**config.mk**
```make
export PLATFORM = sky130hd
export DESIGN_NAME = tt_sweep_ctrl_flat
export DESIGN_NICKNAME = d
export VERILOG_FILES = /design/src/rtl/tt_sweep_ctrl_pkg.sv /design/src/rtl/tt_sweep_ctrl_if.sv /design/src/rtl/tt_sweep_ctrl_popcount16.sv /design/src/rtl/tt_sweep_ctrl.sv /design/src/flat_wrapper.sv
export SDC_FILE = /design/constraint.sdc
export NUM_CORES = 1
export LEC_CHECK = 0
export CAP_MARGIN = 25
export CELL_PAD_IN_SITES_DETAIL_PLACEMENT = 1
export CELL_PAD_IN_SITES_GLOBAL_PLACEMENT = 1
export CORE_MARGIN = 8
export CORE_UTILIZATION = 41
export DETAILED_ROUTE_END_ITERATION = 16
export HOLD_SLACK_MARGIN = 0.15
export PLACE_DENSITY_LB_ADDON = 0.1
export RECOVER_POWER = 25
export SLEW_MARGIN = 10
export SYNTH_ARGS = -nofsm -noshare
export SYNTH_HDL_FRONTEND = slang
export SYNTH_SLANG_ARGS = --single-unit
export TNS_END_PERCENT = 20
```
**constraint.sdc**
```tcl
create_clock -name clk -period 6.1 [get_ports clk]
set_input_delay 1.525 -clock clk [delete_from_list [all_inputs] [get_ports clk]]
set_output_delay 1.525 -clock clk [all_outputs]
set_load 0.01 [all_outputs]
```
**src/rtl/tt_sweep_ctrl_pkg.sv**
```systemverilog
// tt_sweep_pkg: shared types and constants for the truth-table sweep controller.
//   state_t          - controller FSM states
//   N_IN / N_ROWS    - circuit input count and number of truth-table rows
//   ROW_W / MCNT_W   - row counter width and mismatch counter width
//   EXPECTED_DEFAULT - default expected truth table (bit r = output for row r)
package tt_sweep_pkg;

  localparam int N_IN   = 4;
  localparam int N_ROWS = 16;
  localparam int ROW_W  = 4;
  // 5 bits so that a fully inverted table (16 mismatches) is representable
  localparam int MCNT_W = 5;

  localparam logic [N_ROWS-1:0] EXPECTED_DEFAULT = 16'hC248;

  typedef enum logic [1:0] {
    ST_IDLE   = 2'd0,
    ST_SETTLE = 2'd1,
    ST_SAMPLE = 2'd2,
    ST_DONE   = 2'd3
  } state_t;

endpackage

```
**src/rtl/tt_sweep_ctrl_if.sv**
```systemverilog
// tt_sweep_ctrl_if: bundles the host control/status signals and the
// circuit-under-test row/output pair of one sweep controller.
//   start, abort  - host requests
//   busy, done    - sweep status; done is a one-cycle completion pulse
//   pass, tt_word, mismatch_cnt - sweep result, held until the next start
//   dut_in        - row applied to the circuit
//   dut_out       - circuit output returned to the controller
// master: host + circuit side.  slave: the controller.
interface tt_sweep_ctrl_if;
  import tt_sweep_pkg::*;

  logic                start;
  logic                abort;
  logic                busy;
  logic                done;
  logic                pass;
  logic [N_ROWS-1:0]   tt_word;
  logic [MCNT_W-1:0]   mismatch_cnt;
  logic [N_IN-1:0]     dut_in;
  logic                dut_out;

  modport master (
    output start, abort, dut_out,
    input  busy, done, pass, tt_word, mismatch_cnt, dut_in
  );

  modport slave (
    input  start, abort, dut_out,
    output busy, done, pass, tt_word, mismatch_cnt, dut_in
  );

endinterface

```
**src/rtl/tt_sweep_ctrl_popcount16.sv**
```systemverilog
// tt_popcount16: combinational population count of a 16-bit vector.
//   vec - input word
//   cnt - number of set bits, 0..16
module tt_popcount16
  import tt_sweep_pkg::*;
(
  input  logic [N_ROWS-1:0] vec,
  output logic [MCNT_W-1:0] cnt
);

  always_comb begin
    cnt = '0;
    for (int i = 0; i < N_ROWS; i++) begin
      cnt = cnt + MCNT_W'(vec[i]);
    end
  end

endmodule

```
**src/rtl/tt_sweep_ctrl.sv**
```systemverilog
// tt_sweep_ctrl: applies all 16 rows to a 4-input combinational circuit,
// waits SETTLE cycles per row, samples the output into a truth-table word
// and compares it with EXPECTED at the end of the sweep.
//   clk  - clock, rising edge
//   rst  - synchronous active-high reset
//   bus  - tt_sweep_ctrl_if.slave: start/abort in, busy/done/pass/tt_word/
//          mismatch_cnt out, dut_in out to the circuit, dut_out back
//
// state     | meaning
// ----------+------------------------------------------------------------
// ST_IDLE   | waiting for start; results of the last sweep held
// ST_SETTLE | dut_in holds the current row for SETTLE cycles
// ST_SAMPLE | dut_out captured into tt_word[row]; advance or finish
// ST_DONE   | one-cycle done pulse; pass/mismatch_cnt already valid
module tt_sweep_ctrl
  import tt_sweep_pkg::*;
#(
  parameter int unsigned       SETTLE   = 2,
  parameter logic [N_ROWS-1:0] EXPECTED = EXPECTED_DEFAULT
) (
  input  logic            clk,
  input  logic            rst,
  tt_sweep_ctrl_if.slave  bus
);

  localparam logic [7:0]       SETTLE_LAST = 8'(SETTLE - 1);
  localparam logic [ROW_W-1:0] ROW_LAST    = ROW_W'(N_ROWS - 1);

  state_t              state_q, state_nxt;
  logic [ROW_W-1:0]    row_q;
  logic [7:0]          settle_cnt_q;
  logic [N_ROWS-1:0]   tt_word_q;
  logic [N_ROWS-1:0]   tt_word_nxt;
  logic                pass_q;
  logic [MCNT_W-1:0]   mcnt_q;
  logic [MCNT_W-1:0]   mcnt_final;
  logic                start_ok;

  assign start_ok = bus.start && !bus.abort;

  // state register
  always_ff @(posedge clk) begin
    if (rst) begin
      state_q <= ST_IDLE;
    end else begin
      state_q <= state_nxt;
    end
  end

  // next-state logic
  always_comb begin
    state_nxt = state_q;
    case (state_q)
      ST_IDLE: begin
        if (start_ok) state_nxt = ST_SETTLE;
      end
      ST_SETTLE: begin
        if (bus.abort)                        state_nxt = ST_IDLE;
        else if (settle_cnt_q == SETTLE_LAST) state_nxt = ST_SAMPLE;
      end
      ST_SAMPLE: begin
        if (bus.abort)              state_nxt = ST_IDLE;
        else if (row_q == ROW_LAST) state_nxt = ST_DONE;
        else                        state_nxt = ST_SETTLE;
      end
      ST_DONE: begin
        state_nxt = ST_IDLE;
      end
      default: state_nxt = ST_IDLE;
    endcase
  end

  // outputs decoded from state
  always_comb begin
    bus.busy = (state_q != ST_IDLE);
    bus.done = (state_q == ST_DONE);
  end

  // truth-table word including the bit being sampled this cycle, so the
  // final compare can be registered on the same edge that enters ST_DONE
  always_comb begin
    tt_word_nxt        = tt_word_q;
    tt_word_nxt[row_q] = bus.dut_out;
  end

  tt_popcount16 u_popcount (
    .vec (tt_word_nxt ^ EXPECTED),
    .cnt (mcnt_final)
  );

  // datapath registers
  always_ff @(posedge clk) begin
    if (rst) begin
      row_q        <= '0;
      settle_cnt_q <= '0;
      tt_word_q    <= '0;
      pass_q       <= 1'b0;
      mcnt_q       <= '0;
    end else begin
      case (state_q)
        ST_IDLE: begin
          if (start_ok) begin
            row_q        <= '0;
            settle_cnt_q <= '0;
            tt_word_q    <= '0;
            pass_q       <= 1'b0;
            mcnt_q       <= '0;
          end
        end
        ST_SETTLE: begin
          if (bus.abort) begin
            row_q        <= '0;
            settle_cnt_q <= '0;
            pass_q       <= 1'b0;
          end else begin
            settle_cnt_q <= settle_cnt_q + 8'd1;
          end
        end
        ST_SAMPLE: begin
          if (bus.abort) begin
            // the sample of an aborted row is discarded
            row_q        <= '0;
            settle_cnt_q <= '0;
            pass_q       <= 1'b0;
          end else begin
            tt_word_q <= tt_word_nxt;
            if (row_q == ROW_LAST) begin
              pass_q <= (tt_word_nxt == EXPECTED);
              mcnt_q <= mcnt_final;
            end else begin
              row_q        <= row_q + 1'b1;
              settle_cnt_q <= '0;
            end
          end
        end
        ST_DONE: begin
          // park the circuit input at row 0 while idle
          row_q <= '0;
          if (bus.abort) pass_q <= 1'b0;
        end
        default: ;
      endcase
    end
  end

  assign bus.dut_in       = row_q;
  assign bus.tt_word      = tt_word_q;
  assign bus.pass         = pass_q;
  assign bus.mismatch_cnt = mcnt_q;

endmodule

```
**src/flat_wrapper.sv**
```systemverilog
// flat-port wrapper written by rule: the top's interface ports become plain ports
module tt_sweep_ctrl_flat import tt_sweep_pkg::*;
#(
  parameter int unsigned       SETTLE   = 2,
  parameter logic [N_ROWS-1:0] EXPECTED = EXPECTED_DEFAULT
)
  (clk, rst, bus_start, bus_abort, bus_dut_out, bus_busy, bus_done, bus_pass, bus_tt_word, bus_mismatch_cnt, bus_dut_in);
  tt_sweep_ctrl_if bus_i ();
  input  logic clk;
  input  logic rst;
  input wire logic [$bits(bus_i.start)-1:0] bus_start;
  input wire logic [$bits(bus_i.abort)-1:0] bus_abort;
  input wire logic [$bits(bus_i.dut_out)-1:0] bus_dut_out;
  output wire logic [$bits(bus_i.busy)-1:0] bus_busy;
  output wire logic [$bits(bus_i.done)-1:0] bus_done;
  output wire logic [$bits(bus_i.pass)-1:0] bus_pass;
  output wire logic [$bits(bus_i.tt_word)-1:0] bus_tt_word;
  output wire logic [$bits(bus_i.mismatch_cnt)-1:0] bus_mismatch_cnt;
  output wire logic [$bits(bus_i.dut_in)-1:0] bus_dut_in;
  assign bus_i.start = bus_start;
  assign bus_i.abort = bus_abort;
  assign bus_i.dut_out = bus_dut_out;
  assign bus_busy = bus_i.busy;
  assign bus_done = bus_i.done;
  assign bus_pass = bus_i.pass;
  assign bus_tt_word = bus_i.tt_word;
  assign bus_mismatch_cnt = bus_i.mismatch_cnt;
  assign bus_dut_in = bus_i.dut_in;
  tt_sweep_ctrl #(.SETTLE(SETTLE), .EXPECTED(EXPECTED)) u_core (.clk(clk), .rst(rst), .bus(bus_i));
endmodule
```
# ---- Yosys cells after proc, flatten, opt, wreduce, memory -nomap -nowiden
# Index checks and enable logic that the tools add are counted.
dict set report word_totals {
  reg_bits 36
  inputBits 5
}
dict set report classes {
  add_sub_neg 17
  order_cmp 2
  eq_ne 14
  mux 31
  n_bitwise 1
  n_reduce_logical 14
}
# operator count
set op_table {}
lappend op_table {{$add A5 B1 Y5} 11}
lappend op_table {{$mux W16} 2}
lappend op_table {{$mux W8} 4}
lappend op_table {{$pmux W16 S2} 1}
lappend op_table {{$pmux W8 S3} 1}
lappend op_table {{$bwmux W16} 1}
lappend op_table {{$eq A16 B16 Y1 const B} 1}
lappend op_table {{$mux W4} 4}
lappend op_table {{$pmux W4 S4} 1}
lappend op_table {{$mux W5} 3}
lappend op_table {{$reduce_and A3 Y1} 4}
lappend op_table {{$mux W2} 5}
lappend op_table {{$pmux W5 S2} 1}
lappend op_table {{$add A8 B1 Y8 const B} 1}
lappend op_table {{$eq A8 B1 Y1 const B} 1}
lappend op_table {{$pmux W2 S4} 1}
lappend op_table {{$ne A2 B1 Y1 const B} 3}
lappend op_table {{$ne A3 B2 Y1 const B} 2}
lappend op_table {{$add A4 B1 Y5} 1}
lappend op_table {{$lt A4 B5 Y1 const B} 1}
lappend op_table {{$mux W1} 5}
lappend op_table {{$not A5 Y5} 1}
lappend op_table {{$add A3 B1 Y4} 1}
lappend op_table {{$add A4 B1 Y4 const B} 1}
lappend op_table {{other kinds (18)} 22}

# ---- Longest topological paths before layout
# Gate-level depths: netlist of the first run.
dict set report logic_depth {
  depth_word 23
  mapped_depth 17
}

# ---- By module
# Synthesis of the first run repeated with hierarchy kept, for this count alone.
dict set report hier_totals {
  hier_cells 287
  area_unflattened_um2 2428.6
}
# mod instances cells_per_inst area_each_um2 seq_area_each_um2
set by_module_without_submodules {}
lappend by_module_without_submodules {tt_sweep_ctrl 1 240 2020.7 720.7}
lappend by_module_without_submodules {tt_popcount16 1 47 407.9 0.0}

# ---- Least setup slack after synthesis of the first run
# No wires, ideal clock.
dict set report synth_path {
  path_type {input to register}
  startpoint {in bus_dut_out}
  endpoint {reg u_core.mcnt_q[2], in the netlist u_core.bus.mismatch_cnt[2]}
  t_arrival_ns 5.215
  setup_slack_ns 0.814
  stages 15
  cell_sequence {clkbuf_1 -> mux2_2 -> fa_1 -> inv_1 -> fa_1 -> inv_1 -> fa_1 -> inv_1 -> fa_1 -> ha_1 -> inv_1 -> fa_1 -> xnor2_1 -> nand4b_1 -> a21oi_1}
}
dict set report synth_via {
  elab_chain_cells 19
  elab_cells_between_ends 20
}
# item line_no
set synth_rtl {}
lappend synth_rtl {{start, declared} flat_wrapper.sv:13} ;# input wire logic [$bits(bus_i.dut_out)-1:0] bus_dut_out;
lappend synth_rtl {{$bwmux W16 (*)} tt_sweep_ctrl.sv:83} ;# tt_word_nxt[row_q] = bus.dut_out;
lappend synth_rtl {{$add A1 B1 Y2} tt_sweep_ctrl_popcount16.sv:14} ;# cnt = cnt + MCNT_W'(vec[i]);
lappend synth_rtl {{$add A2 B1 Y3} tt_sweep_ctrl_popcount16.sv:14}
lappend synth_rtl {{$add A3 B1 Y4} tt_sweep_ctrl_popcount16.sv:14}
lappend synth_rtl {{$add A4 B1 Y5} tt_sweep_ctrl_popcount16.sv:14}
lappend synth_rtl {{$add A5 B1 Y5 (10 in series)} tt_sweep_ctrl_popcount16.sv:14}
lappend synth_rtl {{$add A5 B1 Y5 (*)} tt_sweep_ctrl_popcount16.sv:14}
lappend synth_rtl {{$mux W5 (*)} tt_sweep_ctrl.sv:127} ;# if (row_q == ROW_LAST) begin
lappend synth_rtl {{$mux W5 (*)} tt_sweep_ctrl.sv:120} ;# if (bus.abort) begin
lappend synth_rtl {{$pmux W5 S2 (*)} tt_sweep_ctrl.sv:100} ;# case (state_q)
lappend synth_rtl {{end signal, assigned} tt_sweep_ctrl.sv:129} ;# mcnt_q <= mcnt_final;
lappend synth_rtl {{end, declared} tt_sweep_ctrl.sv:35} ;# logic [MCNT_W-1:0] mcnt_q;
# Mark *: on every way between the ends. The rest lies on a longest branch, timed or not. The select of a mux whose other input is x is not followed.
# A chain may end at the register's enable or synchronous reset.

# ---- Worst setup path after layout of the first run
# Same ends and word-level chain as after synthesis.

==> results of run 1 <==
-- critical path, delay by kind of cell --
family          cells  cell delay (ns)
xor+xnor            1             0.16
compound gates      1             0.17
mux                 1             0.29
simple gates        1             0.12
buf+inv             5             1.01
fa+ha+maj           6             2.70
-- sequential cells by signal, summed over array words and instances, names as in the netlist --
name	count
u_core.bus.dut_in	4
u_core.settle_cnt_q	8
u_core.bus.tt_word	16
u_core.bus.mismatch_cnt	5
u_core.bus.pass	1
u_core.state_q	2
-- layer usage --
layer / up-vias / GRT usage / share of wire
li1: 917 / - / -
met1: 905 / 0.2063 / 0.51
met2: 33 / 0.2460 / 0.44
met3: 5 / 0.03408 / 0.035
met4: 0 / 0.06241 / 0.015
met5: - / 0 / 0
-- power by group through the flow --
stage	clock [mW]	sequential, mW	combinational (mW)
after detailed placement	0	0.248	0.0623
final	0.220	0.242	0.0613
after global placement	0	0.248	0.0613
after CTS	0.226	0.243	0.0629
after global routing	0.237	0.243	0.0686
after floorplan	0	0.246	0.0423
-- final cells by class --
cell class                      instances  area (µm²)  share of cell area
Multi-Input combinational cell        177        1389              0.5082
Timing Repair Buffer                   37       354.1              0.1296
Inverter                               18       67.56             0.02473
Clock buffer                            5       68.82             0.02518
Clock inverter                          3       42.54             0.01557
Tap cell                               72       90.09             0.03297
Sequential cell                        36       720.7              0.2637
-- through the flow --
step	power (mW)	hold slack (ns)	area [µm²]	instances	util
after floorplan	0.2886	0.4761	2242	243	-
after global placement	0.3091	0.4515	2630	340	0.4866
after detailed placement	0.3104	0.4530	2630	340	0.4866
after CTS	0.5318	0.4692	2741	348	0.5072
after global routing	0.5488	0.4970	2733	348	0.5056
final	0.5233	0.4598	2733	348	0.5056
-- logic make-up after synthesis --
family                   Yosys count
adder cells (fa/ha/maj)           22
flip-flops                        36
buffers and inverters             30
AO/OA/AOI/OAI                     39
XOR/XNOR                           9
multiplexers                      16
AND/OR/NAND/NOR                   91
-- layout by cell type, fill, tap and decap left out, types with 9 or more instances in the layout --
| master | instances |
|---|---|
| nor2_1 | 37 |
| dfxtp_1 | 36 |
| clkdlybuf4s50_1 | 26 |
| inv_1 | 18 |
| a22oi_1 | 16 |
| ha_1 | 12 |
| mux2_2 | 11 |
| a21oi_1 | 11 |
| fa_1 | 10 |
| nand2_1 | 9 |
-- final timing paths --
kind | slack, ns | end
setup / recovery | 0.36 | u_core.bus.mismatch_cnt[2]
setup reg to reg | 1.12 | u_core.bus.mismatch_cnt[2]
hold / removal | 0.46 | u_core.bus.mismatch_cnt[4]
hold reg to reg | 0.46 | u_core.bus.mismatch_cnt[4]
==> results.json, run 1 <==
{
  "synthAdderAreaFrac": 0.1563,
  "synth-edff-count": 0,
  "clk_pin_slew_ns": 0.08,
  "crit_fanout": 10,
  "cts_buffers": 5,
  "drt_first_iter_violations": 78,
  "synth-xor-area-share": 0.03516,
  "core-area_mm2": 0.005405,
  "grt_usage": 0.1577,
  "boundaryPins": 33,
  "power_frac_clock": 0.420,
  "wl_per_cell_um": 17.14,
  "yosys-mux-area-fraction": 0.08259,
  "hold-path-cell-count": 2,
  "p_per_area_mw_per_mm2": 191.5,
  "cts_post_setup_buffers_inserted": 0,
  "hold_buffers": 0,
  "synth_most_common_cell": "nor2_1",
  "grt_pass1_wl_um": 10490,
  "antenna_cells": 0,
  "clock_latency_ns": 0.30,
  "drive_above_1_share": 0.1051,
  "path_cells": "clkdlybuf4s50_1 > buf_4 > mux2_4 > fa_1 > fa_1 > inv_1 > fa_1 > inv_1 > fa_1 > ha_1 > inv_1 > fa_1 > xnor2_1 > nand4b_1 > a21oi_1",
  "post-place-ws_ns": 0.08779,
  "setup_slack_ns": 0.3635,
  "tightest_slew_ns": 0.8659,
  "portBuffers": 32,
  "dieWidth_um": 89.95,
  "fin_crit_sh": 0.9404,
  "worstHoldPathType": "flop to flop",
  "startpoint": "bus_dut_out",
  "status": "finished, final reports clean",
  "synth_top_family_by_area": "simple AND/OR/NAND/NOR gates",
  "ys.flop_type": "dfxtp_1",
  "cts.htree.levels": 2,
  "postSynthAreaPerCell_um2": 9.227,
  "slowest_stage": "clkdlybuf4s50_1",
  "combPwrFrac": 0.117,
  "arrival_ns": 5.97,
  "tns_ns": 0,
  "post-dp-hpwl_um": 4450,
  "worstHoldStart": "u_core.bus.mismatch_cnt[4]",
  "internal_power_mw": 0.3827,
  "fin_crit_ns": 5.736,
  "synth-seq-cells": 36,
  "cp_data_required_time_ns": 6.33,
  "synth_compound_gate_area_share": 0.1267,
  "die_y_um": 89.95,
  "vias_per_cell": 5.345,
  "syn_area_mm2": 0.002242,
  "vdd_drop_max_v": 0.00008705,
  "reg2regPathDepth": 16,
  "gp_congestion": 0.7838,
  "cp-end-kind": "flop",
  "worst_path_largest_cell_delay_ns": 0.58,
  "antenna_found_initial": 0,
  "crit_top_cell": "fa_1",
  "syn_nets": 270,
  "yosys-top-cells-area": "dfxtp_1 32%, fa_1 8.9%, ha_1 6.7%",
  "rows": 27,
  "ys_async_sr_fraction": 0,
  "finalNetCount": 302,
  "drcViolationCount": 0,
  "area_growth_pct": 21.87,
  "setup_viol": 0,
  "critPathKind": "primary input to flop",
  "dieArea_mm2": 0.008091,
  "grt_overflow": 0,
  "start_util": 0.4148,
  "swShare": 0.2686,
  "dr_total_vias": 1860,
  "drv_slew": 0,
  "yosysTopAreaCell": "dfxtp_1",
  "switchingPower_mw": 0.1406,
  "yosys.area_share.simple": 0.2210,
  "max-cap-violations": 0,
  "rsz0062_at_grt": "false",
  "syn_inst": 243,
  "cts_sinks": 36,
  "cts_buffer_depth": 2,
  "relSlewSlack": 0.4227,
  "hold_viol_final": 0,
  "cts-resized-gates": 0,
  "ys_seq_area_frac": 0.3214,
  "drt_wl_total_um": 5966,
  "grt_max_degree": 30,
  "startpoint_type": "primary input",
  "synth.distinct_cells": 44,
  "yosysWarnings": 0,
  "r2r-start": "u_core.bus.dut_in[1]",
  "synth.top_cell.area_share": 0.3214,
  "fin_skew_ns": 0.005132,
  "ant_nets": 0,
  "fillers": 637,
  "fmax_mhz": 174.3,
  "synth_top_cells_by_count": "37 x nor2_1, 36 x dfxtp_1, 18 x inv_1",
  "p_leak_nw": 1.082,
  "grt_pass1_vias": 2038,
  "cts_tree": "yes",
  "cts_root_buf": "clkbuf_8",
  "dr.pass1.iters": 4,
  "seqPwrFrac": 0.463
}
Power figures use the tool's default switching activity.
==> run 2: changes to the inputs <==
Settings changed: RECOVER_POWER 25 to not set.
Clock period 6.1 ns to 5.8 ns, I/O delays scaled along.
==> results.json, run 2 (synthesis results as in run 1) <==
{
  "core-area_mm2": 0.005405,
  "power.total_mw": 0.6336,
  "boundaryPins": 33,
  "p_per_area_mw_per_mm2": 222.4,
  "worstHoldPathType": "flop to flop",
  "vdd_drop_max_v": 0.0001255,
  "rows": 27,
  "grt_overflow": 0,
  "wl_per_cell_um": 17.39,
  "dieWidth_um": 89.95,
  "setup_viol": 0,
  "cp-end-kind": "flop",
  "multi_input_area_mm2": 0.001394,
  "fillers": 636,
  "finalNetCount": 309,
  "fin_skew_ns": 0.009735,
  "drv_slew": 0,
  "cts_buffer_depth": 2,
  "antenna_found_initial": 0,
  "final_core_util": 0.5271,
  "drt_wl_total_um": 6173,
  "cts_sinks": 36,
  "dieArea_mm2": 0.008091,
  "arrival_ns": 5.80,
  "gp_congestion": 0.7718,
  "cts_tree": "yes",
  "fmax_mhz": 179.0,
  "drive_above_1_share": 0.1343,
  "crit_fanout": 9,
  "start_util": 0.4148,
  "clk_pin_slew_ns": 0.07,
  "timing.hold.ws_ns": 0.4594,
  "placed_area_mm2": 0.002690,
  "grt_usage": 0.1557,
  "cts_root_buf": "clkbuf_8",
  "ant_nets": 0,
  "cts-resized-gates": 0,
  "status": "finished, final reports clean",
  "vias_per_cell": 5.434,
  "dp.cells": 347,
  "rsz0062_at_grt": "false",
  "cts.htree.levels": 2,
  "portBuffers": 32,
  "cts_buffers": 5,
  "cts_post_setup_buffers_inserted": 0,
  "hold_buffers": 0,
  "clock_latency_ns": 0.30,
  "cp_data_required_time_ns": 6.02,
  "drt_first_iter_violations": 102,
  "largest_reg_flops": 16,
  "p_leak_nw": 1.134,
  "drcViolationCount": 0,
  "hold_viol_final": 0,
  "design_area_mm2": 0.002849,
  "area_growth_pct": 27.06,
  "fin_crit_sh": 0.9634,
  "grt_pass1_wl_um": 10510,
  "fin_crit_ns": 5.588,
  "max-cap-violations": 0,
  "register_area_um2": 720.7,
  "startpoint_type": "primary input",
  "grt_pass1_vias": 2076,
  "antenna_cells": 0,
  "critPathKind": "primary input to flop",
  "grt_max_degree": 21,
  "die_y_um": 89.95,
  "dr_total_vias": 1929,
  "dr.pass1.iters": 4,
  "fin_cells": 355,
  "relSlewSlack": 0.4546,
  "tightest_slew_ns": 0.8092,
  "post-dp-hpwl_um": 4636,
  "final_common_cell": "nor2_1",
  "final_cell_mix": "37 x nor2_1, 36 x dfxtp_1, 32 x clkdlybuf4s50_1"
}
## run 2: layout make-up
type	instances	share of cell area
Multi-Input combinational cell	177	0.4892
Sequential cell	36	0.2530
Timing Repair Buffer	44	0.1467
Clock inverter	3	0.03162
Tap cell	72	0.03162
Clock buffer	5	0.02415
Inverter	18	0.02372
## run 2: final timing paths
kind	cells after the start	slack, ns	start	end
worst max-delay path	15	0.21	bus_dut_out	u_core.bus.mismatch_cnt[2]
worst min-delay path	2	0.46	u_core.bus.mismatch_cnt[4]	u_core.bus.mismatch_cnt[4]
worst max register to register	16	0.82	u_core.bus.dut_in[1]	u_core.bus.mismatch_cnt[2]
worst min register to register	2	0.46	u_core.bus.mismatch_cnt[4]	u_core.bus.mismatch_cnt[4]
## run 2: critical path, cell delays in order
cell and delay (ns):
clkdlybuf4s50_1 0.55, buf_4 0.23, mux2_2 0.29, fa_1 0.49, fa_1 0.53, inv_1 0.06
fa_1 0.48, inv_1 0.05, fa_1 0.55, ha_1 0.16, inv_1 0.06, fa_1 0.45
xnor2_1 0.16, nand4b_1 0.12, a21oi_1 0.16
## run 2: metrics by stage
step | setup WS [ns] | setup TNS, ns
floorplan | 0.5893 | 0
global placement | -0.05829 | -0.1039
detailed placement | -0.1155 | -0.2139
CTS | 0.1800 | 0
global route | 0.03259 | 0
finish | 0.2123 | 0
## run 2: routing by layer
metal / up-vias / track usage / routed length, µm
met1: 959 / 0.1882 / 2869
met5: - / 0 / 0
met2: 35 / 0.2675 / 3018
met4: 0 / 0.04993 / 73
li1: 928 / - / -
met3: 7 / 0.03325 / 212
## run 2: report_power, final
| part | internal (mW) | switching [mW] |
|---|---|---|
| logic | 0.0260 | 0.0401 |
| clock network | 0.215 | 0.0973 |
| registers | 0.250 | 0.00473 |
| total | 0.491 | 0.142 |
